[src/rtl/cim_pad_sequencer.sv]
// Pad-side CIM sequencer: shifts a wordline vector out in 8-bit groups, starts the macro, scans bitline results.
// Optional done-wait timeout is built when CIM_PAD_SEQ_TIMEOUT_EN is defined.
module cim_pad_sequencer #(
  parameter int WL_GROUPS     = 8,
  parameter int BL_CH         = 32,
  parameter int SETUP_CYC     = 1,
  parameter int LATCH_CYC     = 1,
  parameter int BL_SETTLE_CYC = 2,
  parameter int DONE_TIMEOUT  = 1023
) (
  input  logic                   clk,
  input  logic                   rst,
  input  logic                   req_valid,
  output logic                   req_ready,
  input  logic [WL_GROUPS*8-1:0] req_wl,
  output logic                   res_valid,
  input  logic                   res_ready,
  output logic [4:0]             res_idx,
  output logic [7:0]             res_data,
  output logic                   res_last,
  output logic                   busy,
  output logic                   timeout_err,
  output logic [7:0]             wl_data,
  output logic [2:0]             wl_group_sel,
  output logic                   wl_latch,
  output logic                   cim_start,
  input  logic                   cim_done,
  output logic [4:0]             bl_sel,
  input  logic [7:0]             bl_data
);

  if (WL_GROUPS < 1 || WL_GROUPS > 8) begin : g_bad_groups
    $error("WL_GROUPS must be 1..8");
  end
  if (BL_CH < 1 || BL_CH > 32) begin : g_bad_ch
    $error("BL_CH must be 1..32");
  end
  if (SETUP_CYC < 1 || LATCH_CYC < 1 || BL_SETTLE_CYC < 1 || DONE_TIMEOUT < 1) begin : g_bad_cyc
    $error("cycle parameters must be >= 1");
  end

  typedef enum logic [2:0] {
    IDLE, WL_SETUP, WL_LATCH, START, WAIT_DONE, BL_SETTLE, BL_OUT
  } state_t;

  state_t                 state;
  logic [WL_GROUPS*8-1:0] wl_buf;
  logic [2:0]             group;
  logic [4:0]             channel;
  logic [15:0]            cnt;
  logic                   done_s1, done_s2, done_s3;
  logic                   done_rise;
  logic [2:0]             group_nxt;
  logic [4:0]             channel_nxt;

  assign done_rise   = done_s2 & ~done_s3;
  assign group_nxt   = group + 3'd1;
  assign channel_nxt = channel + 5'd1;

`ifdef CIM_PAD_SEQ_TIMEOUT_EN
  localparam int TMR_W = $clog2(DONE_TIMEOUT + 1);
  logic [TMR_W-1:0] timer;
`else
  assign timeout_err = 1'b0;
`endif

  always_ff @(posedge clk) begin
    if (rst) begin
      state        <= IDLE;
      wl_buf       <= '0;
      group        <= '0;
      channel      <= '0;
      cnt          <= '0;
      done_s1      <= 1'b0;
      done_s2      <= 1'b0;
      done_s3      <= 1'b0;
      req_ready    <= 1'b1;
      busy         <= 1'b0;
      res_valid    <= 1'b0;
      res_idx      <= '0;
      res_data     <= '0;
      res_last     <= 1'b0;
      wl_data      <= '0;
      wl_group_sel <= '0;
      wl_latch     <= 1'b0;
      cim_start    <= 1'b0;
      bl_sel       <= '0;
`ifdef CIM_PAD_SEQ_TIMEOUT_EN
      timer        <= '0;
      timeout_err  <= 1'b0;
`endif
    end else begin
      done_s1 <= cim_done;
      done_s2 <= done_s1;
      done_s3 <= done_s2;
`ifdef CIM_PAD_SEQ_TIMEOUT_EN
      timeout_err <= 1'b0;
`endif
      case (state)
        IDLE: begin
          if (req_valid) begin
            state        <= WL_SETUP;
            wl_buf       <= req_wl;
            group        <= '0;
            cnt          <= '0;
            wl_data      <= req_wl[7:0];
            wl_group_sel <= '0;
            req_ready    <= 1'b0;
            busy         <= 1'b1;
          end
        end
        WL_SETUP: begin
          if (cnt == 16'(SETUP_CYC - 1)) begin
            state    <= WL_LATCH;
            wl_latch <= 1'b1;
            cnt      <= '0;
          end else begin
            cnt <= cnt + 16'd1;
          end
        end
        WL_LATCH: begin
          if (cnt == 16'(LATCH_CYC - 1)) begin
            wl_latch <= 1'b0;
            cnt      <= '0;
            if (group == 3'(WL_GROUPS - 1)) begin
              state     <= START;
              cim_start <= 1'b1;
            end else begin
              state        <= WL_SETUP;
              group        <= group_nxt;
              wl_data      <= wl_buf[int'(group_nxt)*8 +: 8];
              wl_group_sel <= group_nxt;
            end
          end else begin
            cnt <= cnt + 16'd1;
          end
        end
        START: begin
          cim_start <= 1'b0;
          channel   <= '0;
          state     <= WAIT_DONE;
`ifdef CIM_PAD_SEQ_TIMEOUT_EN
          timer     <= '0;
`endif
        end
        WAIT_DONE: begin
          // Edge-triggered so a done level left over from a previous run cannot start a scan.
          if (done_rise) begin
            state  <= BL_SETTLE;
            bl_sel <= channel;
            cnt    <= '0;
          end
`ifdef CIM_PAD_SEQ_TIMEOUT_EN
          else if (timer == TMR_W'(DONE_TIMEOUT - 1)) begin
            state        <= IDLE;
            timeout_err  <= 1'b1;
            req_ready    <= 1'b1;
            busy         <= 1'b0;
            wl_data      <= '0;
            wl_group_sel <= '0;
          end else begin
            timer <= timer + 1'b1;
          end
`endif
        end
        BL_SETTLE: begin
          if (cnt == 16'(BL_SETTLE_CYC - 1)) begin
            state     <= BL_OUT;
            res_valid <= 1'b1;
            res_idx   <= channel;
            res_data  <= bl_data;
            res_last  <= (channel == 5'(BL_CH - 1));
          end else begin
            cnt <= cnt + 16'd1;
          end
        end
        BL_OUT: begin
          if (res_ready) begin
            res_valid <= 1'b0;
            res_last  <= 1'b0;
            if (channel == 5'(BL_CH - 1)) begin
              state        <= IDLE;
              req_ready    <= 1'b1;
              busy         <= 1'b0;
              wl_data      <= '0;
              wl_group_sel <= '0;
            end else begin
              state   <= BL_SETTLE;
              channel <= channel_nxt;
              bl_sel  <= channel_nxt;
              cnt     <= '0;
            end
          end
        end
        default: state <= IDLE;
      endcase
    end
  end

endmodule

[config.mk]
export PLATFORM = sky130hd
export DESIGN_NAME = cim_pad_sequencer
export DESIGN_NICKNAME = d
export VERILOG_FILES = /design/src/rtl/cim_pad_sequencer.sv
export SDC_FILE = /design/constraint.sdc
export NUM_CORES = 1
export LEC_CHECK = 0
export ABC_CLOCK_PERIOD_IN_PS = 2800
export CORE_UTILIZATION = 52
export CTS_CLUSTER_DIAMETER = 60
export CTS_CLUSTER_SIZE = 14
export DETAILED_ROUTE_END_ITERATION = 12
export PLACE_DENSITY = 0.8
export SYNTH_ARGS = -nofsm -noshare
export SYNTH_HDL_FRONTEND = slang
export SYNTH_SLANG_ARGS = --single-unit
[constraint.sdc]
create_clock -name clk -period 2.8 [get_ports clk]
set_input_delay 0.28 -clock clk [delete_from_list [all_inputs] [get_ports clk]]
set_output_delay 0.28 -clock clk [all_outputs]
set_load 0.02 [all_outputs]
After elaboration in Yosys (flattened, before gate mapping)
Cells that the tools add are included.
Cells by class
  add/subtract/negate cells: 3
  equal/unequal tests: 20
  shifts and indexed selects: 1
  multiplexer cells: 53
  bitwise operators: 2
  reduce and logical (&&, ||, !) cells: 24
Operators with widths (count)
  two-way mux 16 bit: 6
  one-hot mux 16 bit (5 select lines): 1
  indexed part select 64 x 7 -> 8 bit: 1
  two-way mux 8 bit: 5
  two-way mux 3 bit: 12
  one-hot mux 8 bit (3 select lines): 1
  != test 2 bit (second input constant): 11
  one-hot mux 3 bit (7 select lines): 1
  one-hot mux 5 bit (2 select lines): 2
  AND reduction 6 bit: 3
  adder 16 x 1 -> 16 bit (second input constant): 1
  equality test 16 x 1 -> 1 bit (second input constant): 1
  zero test 16 bit: 1
  two-way mux 5 bit: 3
  nonzero test 2 bit: 7
  two-way mux 1 bit: 13
  equality test 3 bit (second input constant): 4
  one-hot mux 1 bit (2 select lines): 6
  AND reduction 3 bit: 4
  AND reduction 4 bit: 3
  one-hot mux 3 bit (3 select lines): 1
  equality test 3 x 2 -> 1 bit (second input constant): 2
  one-hot mux 3 bit (2 select lines): 1
  adder 5 x 1 -> 5 bit (second input constant): 1
  other kinds (11): 12
Word-level totals
  register bits after elaboration: 129
  output and inout bits: 36

Longest topological paths before layout
  depth after elaboration: 5
  depth in mapped cells: 9
  gate-level depth less buffers: 8

Worst setup path after synthesis
No wires, ideal clock.
  kind: flip-flop to flip-flop
  start point: register channel[0]
  end point: register cnt[13]
  data arrival time: 2.278 ns
  data required time: 2.683 ns
  path slack: 0.405 ns
  cell stages (with the launch flop): 10
  buffers on the path: 1
  period minus slack after synthesis: 2.395 ns
  cells stage by stage: dfxtp_1 > ha_1 > and3_1 > ha_1 > nand2b_1 > a22o_1 > a221oi_1 > buf_2 > o21ai_0 > a32o_1
On the way
  word-level cells in the longest chain between the ends: 3
RTL lines
  from (decl): line 49  | logic [4:0] channel;
  from (signal assigned): line 189  | channel <= channel_nxt;
  equality test 5 bit: line 181  | if (channel == 5'(BL_CH - 1)) begin
  != test 2 bit (no source line)
  AND reduction 6 bit (no source line)
  to (signal assigned): line 118  | cnt <= cnt + 16'd1;
  to (signal assigned): line 135  | cnt <= cnt + 16'd1;
  to (signal assigned): line 174  | cnt <= cnt + 16'd1;
  to (decl): line 50  | logic [15:0] cnt;
Every way passes these cells.
A chain may end at the register's enable or synchronous reset.

Worst setup path after layout
  start point: register channel[0]
  end point: register cnt[12]
Same word-level chain as after synthesis.

==> results_dict.tcl <==
set metrics [dict create \
    outcome "complete, no violations" \
    criticalPathCategory "flip-flop to flip-flop" \
    final_layout_size_suffix_gt1_frac 0.1067 \
    worstHoldStart "rst" \
    startpoint_type "flip-flop" \
    synth_largest_area_cell "dfxtp_1" \
    fin_setup_tns_ps 0 \
    synth_seq_cells 129 \
    clk_latency_ps 410 \
    final.min_clock_period_ps 2632 \
    slew_headroom 0.5184 \
    drc 0 \
    die_h_um 108.7 \
    grt_pass1_wl_um 24290 \
    hpwl_um 10260 \
    yosys.area_share.simple 0.2184 \
    wl_per_cell_um 16.11 \
    r2r_start "channel[0]" \
    worstPathArrival_ps 2980 \
    synthArstFlopShare 0 \
    drt_iter0_drc 418 \
    seq_area_frac_synth 0.4365 \
    area_growth_pct 30.51 \
    grt_max_degree 65 \
    grt_pass1_vias 5054 \
    clk_pin_slew_worst_paths_ps 60 \
    synth_area_mm2 0.005917 \
    num_vias 5362 \
    avgSynthCellArea_um2 8.689 \
    worst_pin_slew_ps 715.9 \
    endpoint_kind "flip-flop" \
    fillers 818 \
    die_area_mm2 0.01181 \
    ys_top_cells_by_area "dfxtp_1 44%, nand2_1 9.8%, a21oi_1 6.7%" \
    drt-total-wl_um 14940 \
    synth_ff_type "dfxtp_1" \
    die_x_um 108.7 \
    nets 859 \
    design_area_mm2 0.007722 \
    holdBufCountCts 0 \
    synth.area.mux_share 0.09981 \
    cts_resized 0 \
    p_per_area_mw_per_mm2 682.4 \
    clock-sinks 129 \
    rows 38 \
    ant_nets 0 \
    cp_num_buf_inv 1 \
    viasPerCell 5.784 \
    crit_path_max_incr_delay_ps 380 \
    postSynthCellCount 681 \
    period_share 0.9401 \
    required_ps 3140 \
    worstSetupStartpoint "channel[0]" \
    ioPinCount 113 \
    numCtsBuffers 17 \
    ir_worst_vdd_mv 0.4129 \
    track_usage 0.2647 \
    diodes 0 \
    dr.pass1.iters 5 \
    maxCapViolCount 0 \
    finClkSkew_ps 10.43 \
    hp-class "input port to flip-flop" \
    clockRootBuffer "clkbuf_16" \
    cp_slowest_cell "a221o_1" \
    place_area_mm2 0.007091 \
    cts_tree "yes" \
    slew_viol_final 0 \
    rsz0062_at_grt "false" \
    worstPathMaxFanout 11 \
    post_cts_buffers 0 \
    start_util 0.5387 \
    htreeDepth 4 \
    max_freq_mhz 379.9 \
    synth_compound_area_frac 0.1757 \
    final-setup-viol-count 0 \
    yosys_warnings 0 \
    overflow 0 \
    p_leak_nw 2.734 \
    synthAdderAreaFrac 0.01692 \
    hold_violations 0 \
    numPortBuffers 111 \
    regArea_mm2 0.002582 \
    crit_family "compound AO/OA/AOI/OAI gates" \
    yosys.area.top_type_share 0.4365 \
    syn_nets 766 \
    synth_edf_count 0 \
    worstPathCellList "ha_1, and3_1, ha_1, nand2b_1, a22o_1, a221o_1, nor2_1, buf_4, a32o_1" \
    max-clock-path-buffers 2 \
    synth_top_family_by_area "simple AND/OR/NAND/NOR gates" \
    multi_input_area_mm2 0.003055 \
    fp.coreArea_mm2 0.01098 \
    yosysUniqueCellTypes 62 \
    gp_congestion 0.8751 \
    antenna_found_initial 0 \
    crit_path_frequent_cell "ha_1" \
    synthXorXnorAreaFrac 0.002960 \
]
[through the flow]
stage / total power, W / setup WS [ps] / hold slack (ps) / std cells / util
after floorplan: 0.002609 / 404.9 / 408.2 / 681 / -
after global placement: 0.002901 / 379.8 / 426.0 / 895 / 0.6456
after detailed placement: 0.002927 / 256.6 / 440.0 / 895 / 0.6456
after CTS: 0.005278 / 223.6 / 224.3 / 927 / 0.7031
after global routing: 0.005464 / 31.69 / 251.7 / 927 / 0.7031
final: 0.005269 / 167.8 / 238.1 / 927 / 0.7031
[where the power goes]
part,total (W),switching (W),internal (W)
Sequential,0.00207,0.0000999,0.00197
Combinational,0.000837,0.000464,0.000373
Clock,0.00237,0.000855,0.00151
[state kept, by name, indices dropped and copies added (netlist names), 3 cells and up]
name and cells:
bl_sel 5, channel 5, cnt 16, group 3, res_data 8, res_idx 5, state 3, wl_buf 64
wl_data 8, wl_group_sel 3
[Yosys cell counts, types with 3 or more instances]
cell type,count
dfxtp_1,129
nor4_4,3
mux4_2,16
nor4_1,3
a21oi_1,79
nand2_1,155
nand4_1,5
nor2_1,46
nor2b_1,7
and3_1,4
o21ai_0,16
nand3_1,10
clkbuf_1,33
buf_4,3
a31oi_1,3
a21o_1,3
a22oi_1,3
a211oi_1,11
nor3b_1,6
a2111oi_0,6
a32o_1,12
mux2i_1,23
ha_1,8
nor3_1,8
o21ai_1,5
nand2b_1,7
buf_2,11
inv_1,13
[layout make-up]
cell class                      instances  area share
Inverter                               15    0.007291
Tap cell                              140     0.02268
Multi-Input combinational cell        485      0.3957
Timing Repair Buffer                  126      0.1581
Clock inverter                         13     0.02576
Clock buffer                           19     0.05606
Sequential cell                       129      0.3344
[cell usage in the layout (no fill, tap or decap), types with 3 or more instances in the layout]
master	n
mux4_2	16
nand2_1	155
a2111oi_0	6
nor2b_1	7
nor4_1	3
clkbuf_16	17
a22oi_1	3
mux2i_1	23
and3_1	4
a32o_1	12
clkdlybuf4s50_1	110
nand4_1	5
ha_1	8
nor3_1	8
a31oi_1	3
nor2_1	46
a211oi_1	11
a21o_1	3
o21ai_1	5
a21oi_1	79
inv_6	4
bufinv_16	4
o21ai_0	16
nand2b_1	7
nor4_4	3
dfxtp_1	129
inv_1	13
buf_4	16
nand3_1	9
nor3b_1	6
[final timing paths]
kind              cells past startpoint  slack [ps]  endpoint
setup / recovery                      9         170   cnt[12]
setup reg to reg                      9         170   cnt[12]
hold reg to reg                       1         440   done_s2
hold / removal                        2         240   done_s2
[logic make-up (layout without fill, tap and decap cells)]
group / after synthesis / in the layout
compound gates: 160 / 160
xor+xnor: 2 / 2
fa+ha+maj: 8 / 8
buf+inv: 67 / 173
flops: 129 / 129
mux: 39 / 39
other cells: 1 / 1
simple gates: 275 / 275
[routing by layer]
layer  track usage  part of all wire  vias up  wire, um
li1              -                 -     2597         -
met1        0.3409              0.43     2540      6487
met2        0.4344              0.49      196      7264
met3       0.05499             0.058       29       873
met4        0.1042             0.021        0       309
met5             0                 0        -         0
No activity file was read; power rests on OpenSTA's default activity.
